--- src/rtl/hazard_sequencer_if.sv ---
// Hazard control bundle between the 5-stage pipeline datapath and its hazard sequencer.
interface hazard_sequencer_if #(
    parameter int CNT_W = 16
);
    logic [4:0]       id_rs_i;
    logic [4:0]       id_rt_i;
    logic             id_uses_rt_i;
    logic             ex_memread_i;
    logic [4:0]       ex_rt_i;
    logic             branch_taken_i;
    logic             jump_i;
    logic             dmem_req_i;
    logic             dmem_ready_i;
    logic             pc_write_o;
    logic             ifid_write_o;
    logic             ifid_flush_o;
    logic             idex_bubble_o;
    logic             pipe_hold_o;
    logic [1:0]       state_o;
    logic [CNT_W-1:0] stall_cnt_o;
    logic [CNT_W-1:0] flush_cnt_o;
    logic             timeout_o;

    // Pipeline side: supplies hazard sources, consumes register controls.
    modport master (
        output id_rs_i, id_rt_i, id_uses_rt_i, ex_memread_i, ex_rt_i,
               branch_taken_i, jump_i, dmem_req_i, dmem_ready_i,
        input  pc_write_o, ifid_write_o, ifid_flush_o, idex_bubble_o,
               pipe_hold_o, state_o, stall_cnt_o, flush_cnt_o, timeout_o
    );

    // Sequencer side.
    modport slave (
        input  id_rs_i, id_rt_i, id_uses_rt_i, ex_memread_i, ex_rt_i,
               branch_taken_i, jump_i, dmem_req_i, dmem_ready_i,
        output pc_write_o, ifid_write_o, ifid_flush_o, idex_bubble_o,
               pipe_hold_o, state_o, stall_cnt_o, flush_cnt_o, timeout_o
    );
endinterface

--- src/rtl/hazard_sequencer.sv ---
// Pipeline hazard sequencer for the 5-stage MIPS core.
//
// state    | meaning
// RUN      | normal issue; branches start a flush, load-use inserts a bubble
// FLUSH    | IF/ID cleared for the remaining branch penalty cycles
// MEM_WAIT | data memory busy, whole pipe frozen; returns to RUN or FLUSH
module hazard_sequencer #(
    parameter int BR_PENALTY  = 1,
    parameter int MEM_TIMEOUT = 64,
    parameter int CNT_W       = 16
) (
    input  logic               clk_i,
    input  logic               rst_i,
    hazard_sequencer_if.slave  bus
);
    typedef enum logic [1:0] {
        ST_RUN      = 2'd0,
        ST_FLUSH    = 2'd1,
        ST_MEM_WAIT = 2'd2
    } state_t;

    localparam logic [7:0]       TO_MAX  = 8'(MEM_TIMEOUT);
    localparam logic [7:0]       TO_LAST = 8'(MEM_TIMEOUT - 1);
    localparam logic [2:0]       PEN_REM = 3'(BR_PENALTY - 1);
    localparam logic [CNT_W-1:0] CNT_MAX = {CNT_W{1'b1}};

    state_t           state_q, state_d, eff_state;
    logic [2:0]       flush_left_q, flush_left_d;
    logic [7:0]       wait_cnt_q, wait_cnt_d;
    logic             ret_flush_q, ret_flush_d;
    logic             timeout_q, timeout_d;
    logic [CNT_W-1:0] stall_cnt_q, stall_cnt_d;
    logic [CNT_W-1:0] flush_cnt_q, flush_cnt_d;

    logic mem_hold, lu, br;
    logic pc_write, ifid_write, ifid_flush, idex_bubble, pipe_hold;

    // Hazard decode, Mealy control outputs and next-state selection.
    always_comb begin
        mem_hold = bus.dmem_req_i & ~bus.dmem_ready_i;
        lu = bus.ex_memread_i & (bus.ex_rt_i != 5'd0) &
             ((bus.ex_rt_i == bus.id_rs_i) |
              (bus.id_uses_rt_i & (bus.ex_rt_i == bus.id_rt_i)));
        br = bus.branch_taken_i | bus.jump_i;

        // On release from MEM_WAIT the cycle behaves as the state we return to.
        eff_state = state_q;
        if (state_q == ST_MEM_WAIT)
            eff_state = (ret_flush_q && flush_left_q != 3'd0) ? ST_FLUSH : ST_RUN;

        pc_write     = 1'b1;
        ifid_write   = 1'b1;
        ifid_flush   = 1'b0;
        idex_bubble  = 1'b0;
        pipe_hold    = 1'b0;
        state_d      = state_q;
        flush_left_d = flush_left_q;
        wait_cnt_d   = wait_cnt_q;
        ret_flush_d  = ret_flush_q;
        timeout_d    = timeout_q;

        if (mem_hold) begin
            pipe_hold  = 1'b1;
            pc_write   = 1'b0;
            ifid_write = 1'b0;
            state_d    = ST_MEM_WAIT;
            if (state_q != ST_MEM_WAIT) begin
                ret_flush_d = (state_q == ST_FLUSH);
                wait_cnt_d  = 8'd0;
            end else begin
                if (wait_cnt_q < TO_MAX)
                    wait_cnt_d = wait_cnt_q + 8'd1;
                if (wait_cnt_q >= TO_LAST)
                    timeout_d = 1'b1;
            end
        end else begin
            wait_cnt_d  = 8'd0;
            ret_flush_d = 1'b0;
            if (eff_state == ST_FLUSH) begin
                ifid_flush = 1'b1;
                if (flush_left_q != 3'd0)
                    flush_left_d = flush_left_q - 3'd1;
                state_d = (flush_left_q <= 3'd1) ? ST_RUN : ST_FLUSH;
            end else begin
                state_d = ST_RUN;
                if (br) begin
                    ifid_flush = 1'b1;
                    if (BR_PENALTY > 1) begin
                        flush_left_d = PEN_REM;
                        state_d      = ST_FLUSH;
                    end
                end else if (lu) begin
                    pc_write    = 1'b0;
                    ifid_write  = 1'b0;
                    idex_bubble = 1'b1;
                end
            end
        end

        stall_cnt_d = stall_cnt_q;
        if (!pc_write && stall_cnt_q != CNT_MAX)
            stall_cnt_d = stall_cnt_q + 1'b1;
        flush_cnt_d = flush_cnt_q;
        if (ifid_flush && flush_cnt_q != CNT_MAX)
            flush_cnt_d = flush_cnt_q + 1'b1;
    end

    // State, sequencing counters and statistics registers.
    always_ff @(posedge clk_i) begin
        if (rst_i) begin
            state_q      <= ST_RUN;
            flush_left_q <= 3'd0;
            wait_cnt_q   <= 8'd0;
            ret_flush_q  <= 1'b0;
            timeout_q    <= 1'b0;
            stall_cnt_q  <= '0;
            flush_cnt_q  <= '0;
        end else begin
            state_q      <= state_d;
            flush_left_q <= flush_left_d;
            wait_cnt_q   <= wait_cnt_d;
            ret_flush_q  <= ret_flush_d;
            timeout_q    <= timeout_d;
            stall_cnt_q  <= stall_cnt_d;
            flush_cnt_q  <= flush_cnt_d;
        end
    end

    assign bus.pc_write_o    = pc_write;
    assign bus.ifid_write_o  = ifid_write;
    assign bus.ifid_flush_o  = ifid_flush;
    assign bus.idex_bubble_o = idex_bubble;
    assign bus.pipe_hold_o   = pipe_hold;
    assign bus.state_o       = state_q;
    assign bus.stall_cnt_o   = stall_cnt_q;
    assign bus.flush_cnt_o   = flush_cnt_q;
    assign bus.timeout_o     = timeout_q;
endmodule

--- src/flat_wrapper.sv ---
// flat-port wrapper written by rule: the top's interface ports become plain ports
module hazard_sequencer_flat 
#(
    parameter int BR_PENALTY  = 1,
    parameter int MEM_TIMEOUT = 64,
    parameter int CNT_W       = 16
)
  (clk_i, rst_i, bus_id_rs_i, bus_id_rt_i, bus_id_uses_rt_i, bus_ex_memread_i, bus_ex_rt_i, bus_branch_taken_i, bus_jump_i, bus_dmem_req_i, bus_dmem_ready_i, bus_pc_write_o, bus_ifid_write_o, bus_ifid_flush_o, bus_idex_bubble_o, bus_pipe_hold_o, bus_state_o, bus_stall_cnt_o, bus_flush_cnt_o, bus_timeout_o);
  hazard_sequencer_if #(.CNT_W(CNT_W)) bus_i ();
  input  logic clk_i;
  input  logic rst_i;
  input wire logic [$bits(bus_i.id_rs_i)-1:0] bus_id_rs_i;
  input wire logic [$bits(bus_i.id_rt_i)-1:0] bus_id_rt_i;
  input wire logic [$bits(bus_i.id_uses_rt_i)-1:0] bus_id_uses_rt_i;
  input wire logic [$bits(bus_i.ex_memread_i)-1:0] bus_ex_memread_i;
  input wire logic [$bits(bus_i.ex_rt_i)-1:0] bus_ex_rt_i;
  input wire logic [$bits(bus_i.branch_taken_i)-1:0] bus_branch_taken_i;
  input wire logic [$bits(bus_i.jump_i)-1:0] bus_jump_i;
  input wire logic [$bits(bus_i.dmem_req_i)-1:0] bus_dmem_req_i;
  input wire logic [$bits(bus_i.dmem_ready_i)-1:0] bus_dmem_ready_i;
  output wire logic [$bits(bus_i.pc_write_o)-1:0] bus_pc_write_o;
  output wire logic [$bits(bus_i.ifid_write_o)-1:0] bus_ifid_write_o;
  output wire logic [$bits(bus_i.ifid_flush_o)-1:0] bus_ifid_flush_o;
  output wire logic [$bits(bus_i.idex_bubble_o)-1:0] bus_idex_bubble_o;
  output wire logic [$bits(bus_i.pipe_hold_o)-1:0] bus_pipe_hold_o;
  output wire logic [$bits(bus_i.state_o)-1:0] bus_state_o;
  output wire logic [$bits(bus_i.stall_cnt_o)-1:0] bus_stall_cnt_o;
  output wire logic [$bits(bus_i.flush_cnt_o)-1:0] bus_flush_cnt_o;
  output wire logic [$bits(bus_i.timeout_o)-1:0] bus_timeout_o;
  assign bus_i.id_rs_i = bus_id_rs_i;
  assign bus_i.id_rt_i = bus_id_rt_i;
  assign bus_i.id_uses_rt_i = bus_id_uses_rt_i;
  assign bus_i.ex_memread_i = bus_ex_memread_i;
  assign bus_i.ex_rt_i = bus_ex_rt_i;
  assign bus_i.branch_taken_i = bus_branch_taken_i;
  assign bus_i.jump_i = bus_jump_i;
  assign bus_i.dmem_req_i = bus_dmem_req_i;
  assign bus_i.dmem_ready_i = bus_dmem_ready_i;
  assign bus_pc_write_o = bus_i.pc_write_o;
  assign bus_ifid_write_o = bus_i.ifid_write_o;
  assign bus_ifid_flush_o = bus_i.ifid_flush_o;
  assign bus_idex_bubble_o = bus_i.idex_bubble_o;
  assign bus_pipe_hold_o = bus_i.pipe_hold_o;
  assign bus_state_o = bus_i.state_o;
  assign bus_stall_cnt_o = bus_i.stall_cnt_o;
  assign bus_flush_cnt_o = bus_i.flush_cnt_o;
  assign bus_timeout_o = bus_i.timeout_o;
  hazard_sequencer #(.BR_PENALTY(BR_PENALTY), .MEM_TIMEOUT(MEM_TIMEOUT), .CNT_W(CNT_W)) u_core (.clk_i(clk_i), .rst_i(rst_i), .bus(bus_i));
endmodule
--- config.mk ---
export PLATFORM = sky130hd
export DESIGN_NAME = hazard_sequencer_flat
export DESIGN_NICKNAME = d
export VERILOG_FILES = /design/src/rtl/hazard_sequencer_if.sv /design/src/rtl/hazard_sequencer.sv /design/src/flat_wrapper.sv
export SDC_FILE = /design/constraint.sdc
export NUM_CORES = 1
export LEC_CHECK = 0
export ABC_AREA = 0
export CAP_MARGIN = 15
export CORE_MARGIN = 2
export CORE_UTILIZATION = 52
export DETAILED_ROUTE_END_ITERATION = 6
export GPL_TIMING_DRIVEN = 0
export PLACE_DENSITY = 0.95
export SYNTH_ARGS = -nofsm -noshare
export SYNTH_HDL_FRONTEND = slang
export SYNTH_SLANG_ARGS = --single-unit
--- constraint.sdc ---
create_clock -name clk_i -period 4.55 [get_ports clk_i]
set_input_delay 0.91 -clock clk_i [delete_from_list [all_inputs] [get_ports clk_i]]
set_output_delay 0.91 -clock clk_i [all_outputs]
set_load 0.01 [all_outputs]
==> flow_metrics.py, run 1 <==
metrics = {
    "run_status": {
        "status": "finished clean",
    },
    "job": {
        "max_cap_violations": 0,
    },
    "hold_path": {
        "hold_start": "u_core.wait_cnt_q[7]",
        "holdPathEnd": "u_core.wait_cnt_q[7]",
        "hp-class": "reg -> reg",
        "holdPathStages": 2,
    },
    "critical_path": {
        "r2r_setup_slack_ps": 2150,
        "critPathRequiredTime_ps": 3640,
        "critPathArrivalTime_ps": 3260,
        "worstSetupPathType": "in -> out",
        "start_kind": "primary input",
        "ff2ff_path_depth": 8,
        "r2r_end": "u_core.bus.stall_cnt_o[2]",
        "timing.rr.start": "u_core.bus.stall_cnt_o[0]",
        "startpoint": "bus_ex_rt_i[0]",
        "critPathMaxFanout": 10,
        "end_kind": "output port",
    },
    "die": {
        "core_mm2": 0.00435,
        "io-pin-count": 63,
        "start_util_pct": 54.2,
        "die-area_mm2": 0.00510,
        "die_x_um": 71.4,
        "fp-row-count": 24,
        "die_h_um": 71.4,
    },
    "synthesis": {
        "yosysUniqueCellTypes": 46,
        "synth-xor-area-share_pct": 11.5,
        "yosysWarnings": 0,
        "netlist_area_mm2": 0.00236,
        "syn-num-nets": 304,
        "avgSynthCellArea_um2": 8.59,
        "synthSimpleGateAreaFrac_pct": 28.8,
        "syn_inst": 275,
        "synth-edff-count": 0,
        "synth.area.mux_share_pct": 2.44,
        "synthAdderAreaFrac_pct": 3.18,
        "synth_flop_cell": "dfxtp_1",
        "yosysSeqAreaShare_pct": 39.9,
        "synth_compound_area_share_pct": 10.9,
        "synth_top_family_by_area": "simple AND/OR/NAND/NOR gates",
        "async_flop_share_pct": 0,
        "synth-seq-cells": 47,
    },
    "cts": {
        "worstSkewPairLatency_ps": 310,
        "hold_buffers": 0,
        "cts_resized": 0,
        "cts_tree": "built",
        "cts_inserted_buffers": 5,
        "post_cts_buffers": 0,
        "cts_max_level": 2,
        "clk_path_buf_depth": 2,
        "cts_root_buffer": "clkbuf_8",
        "clock-sinks": 47,
        "clkTransAtPathRegs_ps": 90,
    },
    "final_layout": {
        "final_nets": 373,
        "antennaDiodeCount": 0,
        "area_delta_synth_final_pct": 32.8,
        "drive_gt1_share_pct": 5.80,
    },
    "routing": {
        "wl_per_cell_um": 14.1,
        "routed_wl_mm": 5.58,
        "drc_errors": 0,
        "vias": 2219,
        "antenna_left": 0,
        "drtIter0Drc": 117,
        "dr.pass1.iters": 4,
        "vias_per_cell": 5.59,
    },
    "timing": {
        "finalHoldViolCount": 0,
        "maxSlewHeadroom_pct": 63.3,
        "fin_crit_sh_pct": 91.5,
        "whs_ps": 478,
        "worstMarginPinSlew_ps": 548,
        "rsz0062_at_grt": "false",
        "slew_violations": 0,
        "fin_skew_ps": 11.2,
        "period_minus_slack_ps": 4170,
        "max_freq_mhz": 240,
        "setup_viol_count_final": 0,
        "tns_ps": 0,
    },
    "grt": {
        "grt_usage_pct": 22.6,
        "antenna_found_initial": 0,
        "grt_pass1_wl_mm": 9.35,
        "grt_pass1_vias": 2105,
        "grt_max_degree": 16,
        "overflow": 0,
    },
    "placed_design": {
        "gp_congestion": 0.804,
        "port_buffers": 62,
        "dp_hpwl_mm": 4.16,
    },
    "power": {
        "p_leak_nw": 1.09,
        "vdd_drop_max_uv": 202,
        "power_density_mw_per_mm2": 241,
    },
}
## cell usage after synthesis (2+ instances only)
library cell  instances  area share, %
o22ai_1               2           0.53
o31a_1                2           0.74
a211oi_1              3           0.95
nor4_1                2           0.53
nand3b_1              3           0.95
xnor2_1              14            5.2
o21ai_1               3           0.64
nor2b_1               4            1.1
o21ai_0               9            1.9
mux2i_1               2           0.85
a21oi_1              12            2.5
nand2_1              18            2.9
nand4_1              13            3.4
or3_1                10            2.6
and3_1                8            2.1
nand3_1              10            2.1
dfxtp_1              47             40
clkbuf_1              6           0.95
nand2b_1              2           0.53
and2_1                2           0.53
buf_4                 2           0.64
or4_1                 2           0.64
nor3_1                6            1.3
ha_1                  6            3.2
mux2_1                2           0.95
nor2_1               42            6.7
inv_1                 8            1.3
xor2_1               17            6.3
## layout make-up
class | instances | area (um2)
Buffer | 9 | 48.8
Fill cell | 303 | 1220
Sequential cell | 47 | 941
Clock buffer | 5 | 68.8
Clock inverter | 3 | 18.8
Timing Repair Buffer | 62 | 621
Multi-Input combinational cell | 211 | 1340
Tap cell | 52 | 65.1
Inverter | 8 | 30.0
## flip-flops by register name, summed over array words and instances, names as in the netlist
register / cells
u_core.ret_flush_q: 1
u_core.wait_cnt_q: 8
u_core.bus.stall_cnt_o: 16
u_core.bus.flush_cnt_o: 16
u_core.bus.state_o: 2
u_core.flush_left_q: 3
u_core.bus.timeout_o: 1
## metrics by stage
step                instance area [um2]  std cells  util, %  power [mW]  setup slack, ps
finish                             3130        397     72.0       0.756              385
global route                       3130        397     72.0       0.789              243
CTS                                3130        397     72.0       0.760              383
detailed placement                 3050        389     70.0       0.513              383
global placement                   3050        389     70.0       0.511              416
floorplan                          2360        275        -       0.469             1470
## logic make-up after synthesis
kind of cell / Yosys count
compound gates: 39
xor+xnor: 31
fa+ha+maj: 6
buf+inv: 17
flops: 47
mux: 5
simple gates: 130
## critical path, cell delays in order
cell	delay, ps
clkdlybuf4s50_1	460
or4_1	540
o21ai_1	180
nor2_1	90
a21oi_2	370
buf_4	180
clkdlybuf4s50_1	520
## per-layer routing
| metal | GRT usage (%) | up-vias | wire [um] |
|---|---|---|---|
| li1 | - | 1103 | - |
| met1 | 28.3 | 1042 | 2460 |
| met2 | 38.2 | 64 | 2790 |
| met3 | 5.34 | 10 | 245 |
| met4 | 7.55 | 0 | 89 |
| met5 | 0 | - | 0 |
## worst max-delay path by stage
| stage | endpoint | slack [ps] | cells after the start |
|---|---|---|---|
| after floorplan | bus_pc_write_o | 1470 | 5 |
| after global placement | bus_pc_write_o | 420 | 7 |
| after detailed placement | bus_pc_write_o | 380 | 7 |
| after CTS | bus_pc_write_o | 380 | 7 |
| after global routing | bus_pc_write_o | 240 | 7 |
| final | bus_pc_write_o | 380 | 7 |
## power breakdown
part           internal (mW)  switching [mW]  total, mW
logic                 0.0454          0.0379     0.0832
registers              0.415         0.00495      0.420
clock network          0.108           0.144      0.253
## cells in the final DEF (no fill, tap or decap), drive strengths merged
master,n
a21oi,14
and3,8
nor3b,1
inv,9
nand3,10
xor2,17
nor2b,4
or3,10
o211ai,1
a211oi,3
o211a,1
ha,6
or4b,1
nand2,18
o21ai,12
dfxtp,47
or4,2
nand4,14
clkdlybuf4s50,62
mux2,3
a311oi,1
o31ai,1
nor3,6
and2,2
nor4b,1
nand3b,3
nor2,43
nand2b,2
clkbuf,11
or3b,1
xnor2,14
nor4,3
o21ba,1
o41ai,1
buf,3
o22ai,2
o31a,2
or2,1
mux2i,2
clkinv,2
Power figures use the tool's default switching activity.
==> run 2: changes to the inputs <==
- CORE_UTILIZATION: 52 -> 48
- PLACE_DENSITY: 0.95 -> 0.9
- clock period: 4.55 -> 4.6 ns (I/O delays scaled with it)
==> flow_metrics.py, run 2 (synthesized netlist as in run 1, its figures left out) <==
metrics = {
    "die": {
        "io-pin-count": 63,
        "start_util_pct": 50.0,
        "die-area_mm2": 0.00550,
        "die_x_um": 74.1,
        "die_h_um": 74.1,
        "fp-row-count": 25,
        "core_mm2": 0.00472,
    },
    "routing": {
        "vias": 2210,
        "drtIter0Drc": 178,
        "wl_met1_mm": 2.46,
        "vias_per_cell": 5.36,
        "antenna_left": 0,
        "wl_met3_um": 281,
        "drc_errors": 0,
        "met2_length_mm": 2.82,
        "dr.pass1.iters": 4,
        "highest_layer": "met4",
        "wl_per_cell_um": 13.8,
        "routed_wl_mm": 5.68,
    },
    "hold_path": {
        "hp-class": "reg -> reg",
        "hold_start": "u_core.wait_cnt_q[7]",
    },
    "cts": {
        "clk_path_buf_depth": 2,
        "cts_root_buffer": "clkbuf_8",
        "clkTransAtPathRegs_ps": 90,
        "hold_buffers": 0,
        "cts_resized": 0,
        "cts_tree": "built",
        "clock-sinks": 47,
        "cts_inserted_buffers": 5,
        "post_cts_buffers": 0,
        "worstSkewPairLatency_ps": 310,
        "cts_max_level": 2,
    },
    "power": {
        "combPwrFrac_pct": 11.0,
        "vdd_drop_max_uv": 196,
        "power.internal_mw": 0.563,
        "fin_total_pwr_mw": 0.751,
        "p_leak_nw": 1.09,
        "sw_frac_of_total_pct": 25.0,
        "power_density_mw_per_mm2": 238,
        "pwr-share-clk_pct": 33.5,
        "seqPwrFrac_pct": 55.5,
        "netSwitchingPower_mw": 0.188,
    },
    "timing": {
        "slew_violations": 0,
        "fin_crit_sh_pct": 91.8,
        "period_minus_slack_ps": 4220,
        "tns_ps": 0,
        "worstMarginPinSlew_ps": 539,
        "maxSlewHeadroom_pct": 63.9,
        "setup_viol_count_final": 0,
        "fin_skew_ps": 7.74,
        "finalHoldViolCount": 0,
        "max_freq_mhz": 237,
        "rsz0062_at_grt": "false",
    },
    "run_status": {
        "status": "finished clean",
    },
    "critical_path": {
        "start_kind": "primary input",
        "path_buf_inv": 3,
        "path_cells": "clkdlybuf4s50_1, or4_1, o21ai_1, nor2_1, a21oi_2, buf_4, clkdlybuf4s50_1",
        "slowest_stage": "or4_1",
        "startpoint": "bus_ex_rt_i[0]",
        "timing.rr.start": "u_core.bus.stall_cnt_o[0]",
        "end_kind": "output port",
        "crit_top_cell": "clkdlybuf4s50_1",
        "worstSetupPathType": "in -> out",
        "critPathRequiredTime_ps": 3680,
        "cp_slowest_stage_delay_ps": 540,
        "critPathTopFamily": "buffers and inverters",
        "critPathArrivalTime_ps": 3300,
        "critPathMaxFanout": 10,
    },
    "placed_design": {
        "port_buffers": 62,
        "gp_congestion": 0.798,
        "dp_hpwl_mm": 4.14,
    },
    "grt": {
        "overflow": 0,
        "grt_pass1_wl_mm": 9.24,
        "grt_usage_pct": 21.3,
        "grt_pass1_vias": 2145,
        "grt_max_degree": 16,
        "antenna_found_initial": 0,
    },
    "final_layout": {
        "drive_gt1_share_pct": 5.80,
        "area_delta_synth_final_pct": 33.5,
        "multi_input_area_mm2": 0.00134,
        "antennaDiodeCount": 0,
        "final_cell_mix": "clkdlybuf4s50_1 (62), dfxtp_1 (47), nor2_1 (42), nand2_1 (18), xor2_1 (17)",
        "final_common_cell": "clkdlybuf4s50_1",
        "fillers": 385,
        "seqCellArea_um2": 941,
        "final_nets": 373,
    },
    "job": {
        "max_cap_violations": 0,
    },
}
run 2: final timing paths:
check	cells after the start	slack, ps	endpoint
max	7	380	bus_pc_write_o
min	2	470	u_core.wait_cnt_q[7]
max reg2reg	8	2170	u_core.bus.stall_cnt_o[2]
min reg2reg	2	470	u_core.wait_cnt_q[7]
run 2: area by class of cell:
cell class / count / area share [%]
plain buffers: 9 / 1.55
flip-flops and latches: 47 / 29.8
multi-input cells: 211 / 42.5
repair buffers: 62 / 19.7
clock inverters: 3 / 0.595
clock buffers: 5 / 2.18
inverters: 8 / 0.952
well taps: 67 / 2.66
run 2: through the flow:
step | cells | area, um2 | util, % | hold slack, ps | setup slack [ps]
final | 412 | 3150 | 66.8 | 467 | 378
after global routing | 412 | 3150 | 66.8 | 499 | 231
after global placement | 404 | 3070 | 64.9 | 450 | 435
after CTS | 412 | 3150 | 66.8 | 466 | 378
after floorplan | 275 | 2360 | - | 433 | 1500
after detailed placement | 404 | 3070 | 64.9 | 450 | 385
run 2: power by group through the flow:
stage          registers [mW]  clock network, mW  logic [mW]
3_3_place_gp            0.425                  0      0.0802
6_report                0.416              0.251      0.0829
3_5_place_dp            0.426                  0      0.0821
2_1_floorplan           0.426                  0      0.0375
5_1_grt                 0.417              0.273      0.0888
4_1_cts                 0.416              0.253      0.0833
run 2: routing by layer:
| layer | global-route usage [%] | vias to the layer above |
|---|---|---|
| li1 | - | 1097 |
| met1 | 25.2 | 1041 |
| met2 | 37.0 | 60 |
| met3 | 5.15 | 12 |
| met4 | 8.89 | 0 |
| met5 | 0 | - |
run 2: worst min-delay path, stage by stage, from the launching register on:
cell	delay, ps
dfxtp_1	340
inv_1	60
nor2_1	30
